[src/rtl/vgafb_pkg.sv]
// Shared definitions for the VGA framebuffer fetch engine: FSM state
// encoding and the burst / FIFO geometry the fetcher and the pixel FIFO agree on.
package vgafb_pkg;

  typedef enum logic [1:0] {
    IDLE    = 2'd0,
    REQUEST = 2'd1,
    DATA    = 2'd2
  } vgafb_state_t;

  localparam int VGAFB_BURST_WORDS    = 4;
  localparam int VGAFB_FIFO_HALFWORDS = 16;
  localparam int VGAFB_BURST_BYTES    = 32;

endpackage

[src/rtl/vgafb_fetch_level.sv]
// Mirror of the downstream pixel FIFO fill level, in 16-bit halfwords.
// A delivered 64-bit beat adds four halfwords, each consumer pull removes one.
module vgafb_fetch_level
  import vgafb_pkg::*;
(
  input  logic       sys_clk,
  input  logic       vga_rst_n,
  input  logic       beat_stb,
  input  logic       half_pull,
  output logic [4:0] level
);

  logic [5:0] level_nxt;

  // Net change for this cycle; bit 5 set means the pull would underflow.
  always_comb begin
    level_nxt = {1'b0, level}
              + (beat_stb  ? 6'(VGAFB_BURST_WORDS) : 6'd0)
              - (half_pull ? 6'd1 : 6'd0);
  end

  // Level register; out-of-range results are clamped so one bad pull cannot corrupt later fetch decisions.
  always_ff @(posedge sys_clk) begin
    if (!vga_rst_n) begin
      level <= '0;
    end else if (level_nxt[5]) begin
      level <= '0;
    end else if (level_nxt > 6'(VGAFB_FIFO_HALFWORDS)) begin
      level <= 5'(VGAFB_FIFO_HALFWORDS);
    end else begin
      level <= level_nxt[4:0];
    end
  end

  level_no_underflow: assert property (@(posedge sys_clk) disable iff (!vga_rst_n)
    !level_nxt[5]);

  level_no_overflow: assert property (@(posedge sys_clk) disable iff (!vga_rst_n)
    level_nxt[5] || (level_nxt <= 6'(VGAFB_FIFO_HALFWORDS)));

endmodule

[src/rtl/vgafb_fetch.sv]
// FML burst-read master feeding the 64-to-16 pixel FIFO of the VGA framebuffer.
// Walks the frame one 4x64-bit burst at a time and only requests a burst once
// the downstream FIFO is completely empty, so beats never need to stall.
// Optional: define VGAFB_FETCH_STATS_EN to add the pixel_want input and the
// saturating underruns counter.
//
// state   | meaning
// IDLE    | waiting for enable and an empty downstream FIFO
// REQUEST | fml_stb asserted with a stable fml_adr, waiting for fml_ack
// DATA    | capturing the four beats that follow the ack cycle
module vgafb_fetch
  import vgafb_pkg::*;
#(
  parameter int fml_depth   = 26,
  parameter int burst_words = 4
) (
  input  logic                 sys_clk,
  input  logic                 vga_rst_n,
  input  logic                 enable,
  input  logic [fml_depth-1:0] baseaddress,
  input  logic [17:0]          nbursts,
  output logic [fml_depth-1:0] fml_adr,
  output logic                 fml_stb,
  input  logic                 fml_ack,
  input  logic [63:0]          fml_di,
  output logic                 pixel_stb,
  output logic [63:0]          pixel_data,
  input  logic                 pixel_next,
  output logic                 frame_done
`ifdef VGAFB_FETCH_STATS_EN
  ,
  input  logic                 pixel_want,
  output logic [15:0]          underruns
`endif
);

  vgafb_state_t         state;
  logic [1:0]           beat_cnt;
  logic [17:0]          burst_cnt;
  logic [fml_depth-1:0] current_base;
  logic [4:0]           level;

  logic [17:0]          nbursts_eff;
  logic [17:0]          burst_cnt_inc;
  logic [fml_depth-1:0] frame_base;
  logic [fml_depth-1:0] next_adr;

  vgafb_fetch_level u_level (
    .sys_clk   (sys_clk),
    .vga_rst_n (vga_rst_n),
    .beat_stb  (pixel_stb),
    .half_pull (pixel_next),
    .level     (level)
  );

  // Address of the next burst; a fresh frame takes baseaddress directly since current_base is only loaded on that same edge.
  always_comb begin
    nbursts_eff   = (nbursts == 18'd0) ? 18'd1 : nbursts;
    burst_cnt_inc = burst_cnt + 18'd1;
    frame_base    = (burst_cnt == 18'd0) ? baseaddress : current_base;
    next_adr      = (frame_base & ~fml_depth'(VGAFB_BURST_BYTES - 1))
                  + fml_depth'(burst_cnt) * fml_depth'(VGAFB_BURST_BYTES);
  end

  // Fetch sequencer with registered FML and pixel outputs.
  always_ff @(posedge sys_clk) begin
    if (!vga_rst_n) begin
      state        <= IDLE;
      beat_cnt     <= '0;
      burst_cnt    <= '0;
      current_base <= '0;
      fml_adr      <= '0;
      fml_stb      <= 1'b0;
      pixel_stb    <= 1'b0;
      pixel_data   <= '0;
      frame_done   <= 1'b0;
    end else begin
      pixel_stb  <= 1'b0;
      frame_done <= 1'b0;
      case (state)
        IDLE: begin
          if (enable && (level == 5'd0)) begin
            state   <= REQUEST;
            fml_stb <= 1'b1;
            fml_adr <= next_adr;
            if (burst_cnt == 18'd0) begin
              current_base <= baseaddress;
            end
          end
        end
        REQUEST: begin
          if (fml_ack) begin
            fml_stb  <= 1'b0;
            beat_cnt <= '0;
            state    <= DATA;
          end
        end
        DATA: begin
          pixel_data <= fml_di;
          pixel_stb  <= 1'b1;
          beat_cnt   <= beat_cnt + 2'd1;
          if (beat_cnt == 2'(burst_words - 1)) begin
            state <= IDLE;
            // >= so a shrunken nbursts wraps right after the burst in flight.
            if (burst_cnt_inc >= nbursts_eff) begin
              burst_cnt  <= '0;
              frame_done <= 1'b1;
            end else begin
              burst_cnt <= burst_cnt_inc;
            end
          end
        end
        default: begin
          state   <= IDLE;
          fml_stb <= 1'b0;
        end
      endcase
    end
  end

`ifdef VGAFB_FETCH_STATS_EN
  // Count cycles where the consumer wanted pixels but the FIFO was empty.
  always_ff @(posedge sys_clk) begin
    if (!vga_rst_n) begin
      underruns <= '0;
    end else if (pixel_want && (level == 5'd0) && (underruns != 16'hFFFF)) begin
      underruns <= underruns + 16'd1;
    end
  end
`endif

endmodule

[config.mk]
export PLATFORM = sky130hd
export DESIGN_NAME = vgafb_fetch
export DESIGN_NICKNAME = d
export VERILOG_FILES = /design/src/rtl/vgafb_pkg.sv /design/src/rtl/vgafb_fetch_level.sv /design/src/rtl/vgafb_fetch.sv
export SDC_FILE = /design/constraint.sdc
export NUM_CORES = 1
export LEC_CHECK = 0
export ABC_CLOCK_PERIOD_IN_PS = 3400
export CORE_MARGIN = 5
export CORE_UTILIZATION = 43
export DETAILED_ROUTE_END_ITERATION = 8
export PLACE_DENSITY = 0.88
export SKIP_CTS_REPAIR_TIMING = 1
export SYNTH_ARGS = -nofsm -noshare
export SYNTH_HDL_FRONTEND = slang
export SYNTH_SLANG_ARGS = --single-unit
[constraint.sdc]
create_clock -name sys_clk -period 3.4 [get_ports sys_clk]
set_input_delay 0.85 -clock sys_clk [delete_from_list [all_inputs] [get_ports sys_clk]]
set_output_delay 0.85 -clock sys_clk [all_outputs]
set_load 0.02 [all_outputs]
==> flow_summary.ini, run 1 <==
[sta]
finalCritPeriodShare_pct = 104
tightestPinTransition_ps = 1070
final_hold_viol_count = 0
rsz0062_at_grt = yes
finalSetupViolations = 10
fmax_mhz = 284
maxSlewViolCount = 0
slew_headroom_pct = 28.6
period_needed_ps = 3520
fin_skew_ps = 8.98
setup_slack_ps = -125

[logic_synthesis]
ys.flop_type = dfxtp_1
yosysWarnings = 0
synthCells = 892
synth_area_per_cell_um2 = 7.89
synth_edf_count = 0
ys_ff_latch = 136
synth_area_mm2 = 0.00704
async_reset_ff_share_pct = 0
ys_types = 59
yosysSeqAreaShare_pct = 38.7

[die]
die_y_um = 138
ioPinCount = 206
initial_utilization_pct = 44.1
die_w_um = 138
core_mm2 = 0.0159
dieArea_mm2 = 0.0190
rows = 46

[cells_and_area]
nNetsFinal = 1292
post-route-util_pct = 67.7
final_common_cell = clkdlybuf4s50_1
n_antenna_cell = 0
drive_gt1_share_pct = 17.0
syn_to_final_growth_pct = 53.4
layout_common_cells = clkdlybuf4s50_1 (195), nand2_1 (183), dfxtp_1 (135), a21oi_1 (100), nor2_1 (83)
num-fill-cells = 1168

[global_route]
grt_pass1_vias = 7115
grt_usage_pct = 21.9
grt_max_degree = 67
grt_pass1_wl_um = 33200
antenna_found_initial = 0
overflow = 0

[worst_setup_path]
required_ps = 3720
arrival_ps = 3840
end_kind = register
start_kind = register
max_stage_delay_ps = 540
critPathMaxFanout = 10
cp_slowest_cell = or4_4
crit_chain = or4_4, nor4_4, buf_4, buf_12, buf_12, mux2_2, ha_1, o2111ai_2, buf_4, a21bo_2, o21a_1, o311ai_1
path_class = register to register

[route]
viasPerCell = 5.35
vias = 7265
dr.first_iter.drc_count = 618
dr.pass1.iters = 5
drc_errors = 0
avgRoutedWirePerCell_um = 16.7
wl_um = 22700
antenna_left = 0

[cts]
cts_sinks = 136
clk_path_buf_depth = 2
clkSlewWorstSetupHoldPaths_ps = 60
cts_max_level = 4
clk_latency_ps = 420
numCtsBuffers = 17
cts_tree = built
cts-root-buf = clkbuf_16

[placement]
gp_congestion = 0.889
port_buffers = 195
dp_slack_ps = -325
dp_hpwl_um = 15700

[power]
power.density_mw_per_mm2 = 588
peakVddDrop_uv = 403
power.static_leakage_nw = 4.24

[run_status]
violations = setup timing
status = finished with violations

[run]
maxCapViolations = 0

[worst_hold_path]
hold_class = register to register
## Yosys cell counts, drive strengths merged (3+ instances only)
cell     number  area [um^2]
mux2i         4         40.0
nand3        26          130
o21a          4         30.0
nand2b        3         18.8
nand2       185          694
nor3         24          130
ha           45          563
xnor2        23          201
nor2         87          327
xor2         21          184
and2          7         43.8
or3           3         18.8
a21o         14          105
inv          36          135
dfxtp       136         2720
o2111ai       3         26.3
clkbuf       44          165
nor4          7         58.8
a211oi       11         87.6
a31oi         7         43.8
mux2         17          214
and3          4         25.0
o211ai        3         22.5
buf          11         83.8
a21oi       107          536
o21ai        21          105
nand4        10         62.6
## through the flow
step	hold WS (ps)	total power, mW	TNS [ps]	instance area, um^2	cells
finish	451	6.35	-651	10800	1359
global route	472	6.68	-2970	10800	1359
CTS	453	6.24	-1090	10300	1351
detailed placement	446	4.13	-5400	9640	1321
global placement	440	4.06	-4850	9640	1321
floorplan	460	3.28	-0.00244	7090	896
## area by class of cell
cell class / instances / area (um^2) / share of cell area, %
Multi-Input combinational cell: 669 / 4390 / 40.7
Sequential cell: 136 / 2720 / 25.2
Clock buffer: 18 / 439 / 4.07
Timing Repair Buffer: 272 / 2610 / 24.1
Tap cell: 216 / 270 / 2.50
Inverter: 36 / 136 / 1.26
Clock inverter: 12 / 224 / 2.08
## sequential cells by signal, indices dropped and copies added, names as in the netlist
| name | count |
|---|---|
| beat_cnt | 2 |
| burst_cnt | 18 |
| current_base | 21 |
| fml_adr | 21 |
| fml_stb | 1 |
| frame_done | 1 |
| pixel_data | 64 |
| pixel_stb | 1 |
| state | 2 |
| u_level.level | 5 |
## cell families after synthesis
| family | after synthesis | synth area share (%) |
|---|---|---|
| other cells | 1 | 0.0533 |
| flops | 136 | 38.7 |
| simple gates | 368 | 22.8 |
| xor+xnor | 44 | 5.48 |
| fa+ha+maj | 47 | 8.57 |
| compound gates | 184 | 15.3 |
| mux | 21 | 3.61 |
| buf+inv | 91 | 5.46 |
## critical path: cells and delay by family, from the launching register on
kind / cells / cell delay (ps)
AOI/OAI and AO/OA: 4 / 880
buffers and inverters: 4 / 640
DFF: 1 / 320
adders and majority gates: 1 / 460
muxes: 1 / 360
and+or+nand+nor: 2 / 750
## routing by layer
layer	up-vias	wire length (um)	global-route usage, %
met3	79	1680	6.46
met4	0	996	11.5
met2	323	11300	37.1
met5	-	0	0
met1	3362	8650	24.8
li1	3501	-	-
## report_power, final
group / internal, mW / switching, mW / total (mW)
Sequential: 1.92 / 0.190 / 2.11
Combinational: 0.993 / 1.15 / 2.14
Clock: 1.39 / 0.714 / 2.10
## path summary, 6_finish.rpt
kind,startpoint,endpoint,slack [ps],cells past startpoint
setup / recovery,burst_cnt[5]$_SDFFE_PN0P_,fml_adr[24]$_SDFFE_PN0P_,-120,12
hold / removal,pixel_data[60]$_SDFFE_PN0P_,pixel_data[60]$_SDFFE_PN0P_,450,2
setup reg to reg,burst_cnt[5]$_SDFFE_PN0P_,fml_adr[24]$_SDFFE_PN0P_,-120,12
hold reg to reg,pixel_data[60]$_SDFFE_PN0P_,pixel_data[60]$_SDFFE_PN0P_,450,2
Note: power is estimated with default switching activity, not from simulation.
==> run 2: changes to the inputs <==
- ABC_CLOCK_PERIOD_IN_PS: 3400 -> 3100
- clock period: 3.4 -> 3.1 ns (I/O delays scaled with it)
==> run 2 against run 1 <==
The run still ends with setup timing left. Clock-buffer cell count unchanged. Critical path type unchanged. Largest power group unchanged. Power grew 7.3%. Cell count is 2.5% higher. Utilization up 2.0 points. Worst setup slack worse by 300 ps. Worst hold slack improved by 0.67 ps. Combinational power up 14%. Fmax is essentially flat. Global-route usage rose by 0.37 points.
==> flow_summary.ini, run 2 (synthesis gave the netlist of run 1 again) <==
[sta]
tightestPinTransition_ps = 663
fmax_mhz = 284
setup_slack_ps = -423
finalCritPeriodShare_pct = 114
tns_ps = -4670
slew_headroom_pct = 55.8
fin_skew_ps = 7.73
period_needed_ps = 3520
maxSlewViolCount = 0
final_hold_viol_count = 0
finalSetupViolations = 17
rsz0062_at_grt = yes
hold_slack_ps = 452

[cells_and_area]
layout_common_cells = clkdlybuf4s50_1 (195), nand2_1 (180), dfxtp_1 (132), a21oi_1 (101), buf_4 (95)
final_common_cell = clkdlybuf4s50_1
n_antenna_cell = 0
largest_reg_flops = 64
nNetsFinal = 1324
post-route-util_pct = 69.7
fin_cells = 1393
drive_gt1_share_pct = 20.7
top_register = pixel_data
top_regs = pixel_data (64), current_base (21), fml_adr (21)
final_area_mm2 = 0.0111
syn_to_final_growth_pct = 57.9

[run_status]
violations = setup timing
status = finished with violations

[worst_hold_path]
hold_class = register to register

[route]
dr.pass1.iters = 5
viasPerCell = 5.28
drc_errors = 0
avgRoutedWirePerCell_um = 17.0
wl_um = 23700
dr.first_iter.drc_count = 533
antenna_left = 0
vias = 7353

[die]
die_w_um = 138
initial_utilization_pct = 44.1
core_mm2 = 0.0159
rows = 46
ioPinCount = 206
dieArea_mm2 = 0.0190
die_y_um = 138

[worst_setup_path]
end_kind = register
required_ps = 3440
path_class = register to register
critPathMaxFanout = 8
start_kind = register
arrival_ps = 3860

[placement]
dp_cells = 1347
port_buffers = 195
dpl_cell_area_mm2 = 0.00988
gp_congestion = 0.924
dp_hpwl_um = 15800
dp_slack_ps = -506

[cts]
clkSlewWorstSetupHoldPaths_ps = 60
clk_latency_ps = 420
cts_sinks = 136
cts_tree = built
cts_max_level = 4
cts-root-buf = clkbuf_16
numCtsBuffers = 17
clk_path_buf_depth = 2

[global_route]
grt_pass1_vias = 7133
grt_pass1_wl_um = 33700
antenna_found_initial = 0
grt_usage_pct = 22.2
grt_max_degree = 67
overflow = 0

[run]
maxCapViolations = 0

[power]
peakVddDrop_uv = 472
p_seq_share_pct = 33.9
power.static_leakage_nw = 4.37
p_int_mw = 4.49
power_frac_comb_pct = 35.7
p_total_mw = 6.82
power.density_mw_per_mm2 = 614
clockPowerShare_pct = 30.4
swShare_pct = 34.1
p_switching_mw = 2.32
## run 2: final timing paths
path	slack, ps	to	depth (start not counted)	start
worst min-delay path	450	pixel_data[31]$_SDFFE_PN0P_	2	pixel_data[31]$_SDFFE_PN0P_
worst max register to register	-420	fml_adr[22]$_SDFFE_PN0P_	17	burst_cnt[0]$_SDFFE_PN0P_
worst max-delay path	-420	fml_adr[22]$_SDFFE_PN0P_	17	burst_cnt[0]$_SDFFE_PN0P_
worst min register to register	450	pixel_data[31]$_SDFFE_PN0P_	2	pixel_data[31]$_SDFFE_PN0P_
## run 2: power groups by stage
stage,combinational (mW),clock (mW),sequential (mW)
floorplan,1.08,0,2.52
global placement,2.17,0,2.31
detailed placement,2.22,0,2.34
CTS,2.24,2.10,2.30
global route,2.64,2.20,2.35
finish,2.43,2.07,2.31
## run 2: layout make-up
type | count | area, um^2
Fill cell | 1108 | 4830
Sequential cell | 136 | 2730
Clock buffer | 18 | 429
Tap cell | 216 | 270
Clock inverter | 14 | 175
Multi-Input combinational cell | 669 | 4500
Inverter | 36 | 136
Timing Repair Buffer | 304 | 2870
## run 2: critical path: stages (launching register included)
cell and delay (ps):
dfxtp_2 330, inv_2 50, ha_1 180, nor4b_4 200
nand3_1 170, nor4_4 240, buf_12 200, buf_12 140
mux2_2 380, ha_4 230, buf_4 150, a21oi_1 210
o21ai_0 150, nand3_1 120, a21oi_1 120, a311oi_4 310
nand4_1 150, o211ai_1 110
## run 2: routing by layer
layer | global-route usage [%] | vias to the layer above | part of all wire (%)
li1 | - | 3571 | -
met1 | 25.8 | 3403 | 38
met2 | 38.4 | 313 | 51
met3 | 6.71 | 66 | 7.5
met4 | 8.62 | 0 | 3.3
met5 | 0 | - | 0
==> run 3: changes to the inputs <==
- CORE_MARGIN: 5 -> 4
==> run 3 against run 2 <==
The flow still finishes with violations (setup timing). Utilization fell by 0.88 points. Sequential share of layout area is 0.32 points higher. Combinational power decreased by 2%. Clock skew rose by 3.7 ps. Final area is 1.3% lower.
==> flow_summary.ini, run 3 (synthesis gave the netlist of run 1 again) <==
[run_status]
status = finished with violations
violations = setup timing

[worst_setup_path]
r2r-end = fml_adr[22]$_SDFFE_PN0P_
cp-endpoint = fml_adr[22]$_SDFFE_PN0P_
max_stage_delay_ps = 360
crit_cells = 16
crit_family = simple AND/OR/NAND/NOR gates
end_kind = register
rrSetupSlack_ps = -410
arrival_ps = 3860
crit_chain = inv_2, ha_1, nor4b_4, nand3_1, nor4_4, buf_6, mux2_2, ha_1, buf_4, a21oi_2, o21ai_0, nand3_1, a21oi_1, a311oi_2, nand4_1, o211ai_1
cp_slowest_cell = mux2_2
path_class = register to register
critPathMaxFanout = 8
crit_start = burst_cnt[1]$_SDFFE_PN0P_
start_kind = register
path_buf_inv = 3
worstReg2RegStart = burst_cnt[1]$_SDFFE_PN0P_
reg2reg_depth = 16
required_ps = 3440

[power]
p_int_mw = 4.50
power.static_leakage_nw = 4.43
p_seq_share_pct = 33.8
power.density_mw_per_mm2 = 624
peakVddDrop_uv = 462
clockPowerShare_pct = 31.4
p_total_mw = 6.85
power_frac_comb_pct = 34.8
p_switching_mw = 2.34
swShare_pct = 34.2

[sta]
setup_slack_ps = -414
tns_ps = -4180
finalSetupViolations = 14
tightestPinTransition_ps = 820
slew_headroom_pct = 45.2
rsz0062_at_grt = yes
fin_skew_ps = 11.5
maxSlewViolCount = 0
hold_slack_ps = 451
final_hold_viol_count = 0
fmax_mhz = 285
period_needed_ps = 3510
finalCritPeriodShare_pct = 113

[route]
dr.pass1.iters = 8
avgRoutedWirePerCell_um = 16.8
antenna_left = 0
vias = 7511
wl_um = 23300
drc_errors = 0
dr.first_iter.drc_count = 554
viasPerCell = 5.40

[die]
initial_utilization_pct = 44.1
dieArea_mm2 = 0.0185
core_mm2 = 0.0159
die_w_um = 136
die_y_um = 136
rows = 46
ioPinCount = 206

[cells_and_area]
n_antenna_cell = 0
final_area_mm2 = 0.0110
post-route-util_pct = 68.8
layout_common_cells = clkdlybuf4s50_1 (188), nand2_1 (180), dfxtp_1 (131), a21oi_1 (103), buf_4 (98)
drive_gt1_share_pct = 19.9
fin_cells = 1392
syn_to_final_growth_pct = 55.9
final_common_cell = clkdlybuf4s50_1
nNetsFinal = 1323
largest_reg_flops = 64
top_regs = pixel_data (64), current_base (21), fml_adr (21)
top_register = pixel_data

[worst_hold_path]
min_path_cells = 2
hold_class = register to register
worstHoldStart = fml_adr[12]$_SDFFE_PN0P_

[placement]
dpl_cell_area_mm2 = 0.00984
dp_cells = 1346
port_buffers = 195
dp_hpwl_um = 15900
dp_slack_ps = -557
gp_congestion = 0.879

[cts]
clkSlewWorstSetupHoldPaths_ps = 70
cts-root-buf = clkbuf_16
numCtsBuffers = 17
cts_max_level = 4
cts_sinks = 136
clk_latency_ps = 430
cts_tree = built
clk_path_buf_depth = 2

[run]
maxCapViolations = 0

[global_route]
grt_max_degree = 67
grt_pass1_vias = 7031
grt_usage_pct = 23.1
antenna_found_initial = 0
overflow = 0
grt_pass1_wl_um = 34100
-- run 3: changes by cell type in the layout (fill, tap and decap cells not counted), sizes merged --
cell           change
clkdlybuf4s50      -7
dlymetal6s2s       +7
clkinv             +1
clkinvlp           -4
clkbuf             -1
inv                +3
-- run 3: area by class of cell --
type	count	area (um^2)
clock buffers	18	439
flip-flops and latches	136	2730
multi-input cells	669	4380
repair buffers	303	2830
fillers	1161	4970
well taps	216	270
inverters	36	136
clock inverters	14	189
-- run 3: layer usage --
| layer | wire length [um] | GRT usage (%) |
|---|---|---|
| met3 | 1750 | 6.70 |
| met2 | 11700 | 39.9 |
| met1 | 8910 | 27.2 |
| met5 | 0 | 0 |
| met4 | 941 | 8.68 |
-- run 3: worst min path at each step --
| stage | slack [ps] | to |
|---|---|---|
| after floorplan | 460 | beat_cnt[0]$_SDFFE_PN0P_ |
| after global placement | 440 | fml_adr[11]$_SDFFE_PN0P_ |
| after detailed placement | 450 | fml_adr[21]$_SDFFE_PN0P_ |
| after CTS | 450 | fml_adr[21]$_SDFFE_PN0P_ |
| after global routing | 480 | pixel_data[39]$_SDFFE_PN0P_ |
| final | 450 | fml_adr[12]$_SDFFE_PN0P_ |
-- run 3: power by group through the flow --
| stage | clock network (mW) | logic, mW | registers (mW) |
|---|---|---|---|
| after floorplan | 0 | 1.08 | 2.52 |
| after global placement | 0 | 2.15 | 2.31 |
| after detailed placement | 0 | 2.20 | 2.34 |
| after CTS | 2.17 | 2.23 | 2.31 |
| after global routing | 2.25 | 2.57 | 2.36 |
| final | 2.15 | 2.38 | 2.32 |
-- run 3: tightest hold or removal path, stage by stage (launching register included) --
cell     delay [ps]
dfxtp_1         310
nand2_1          50
a21oi_1          50
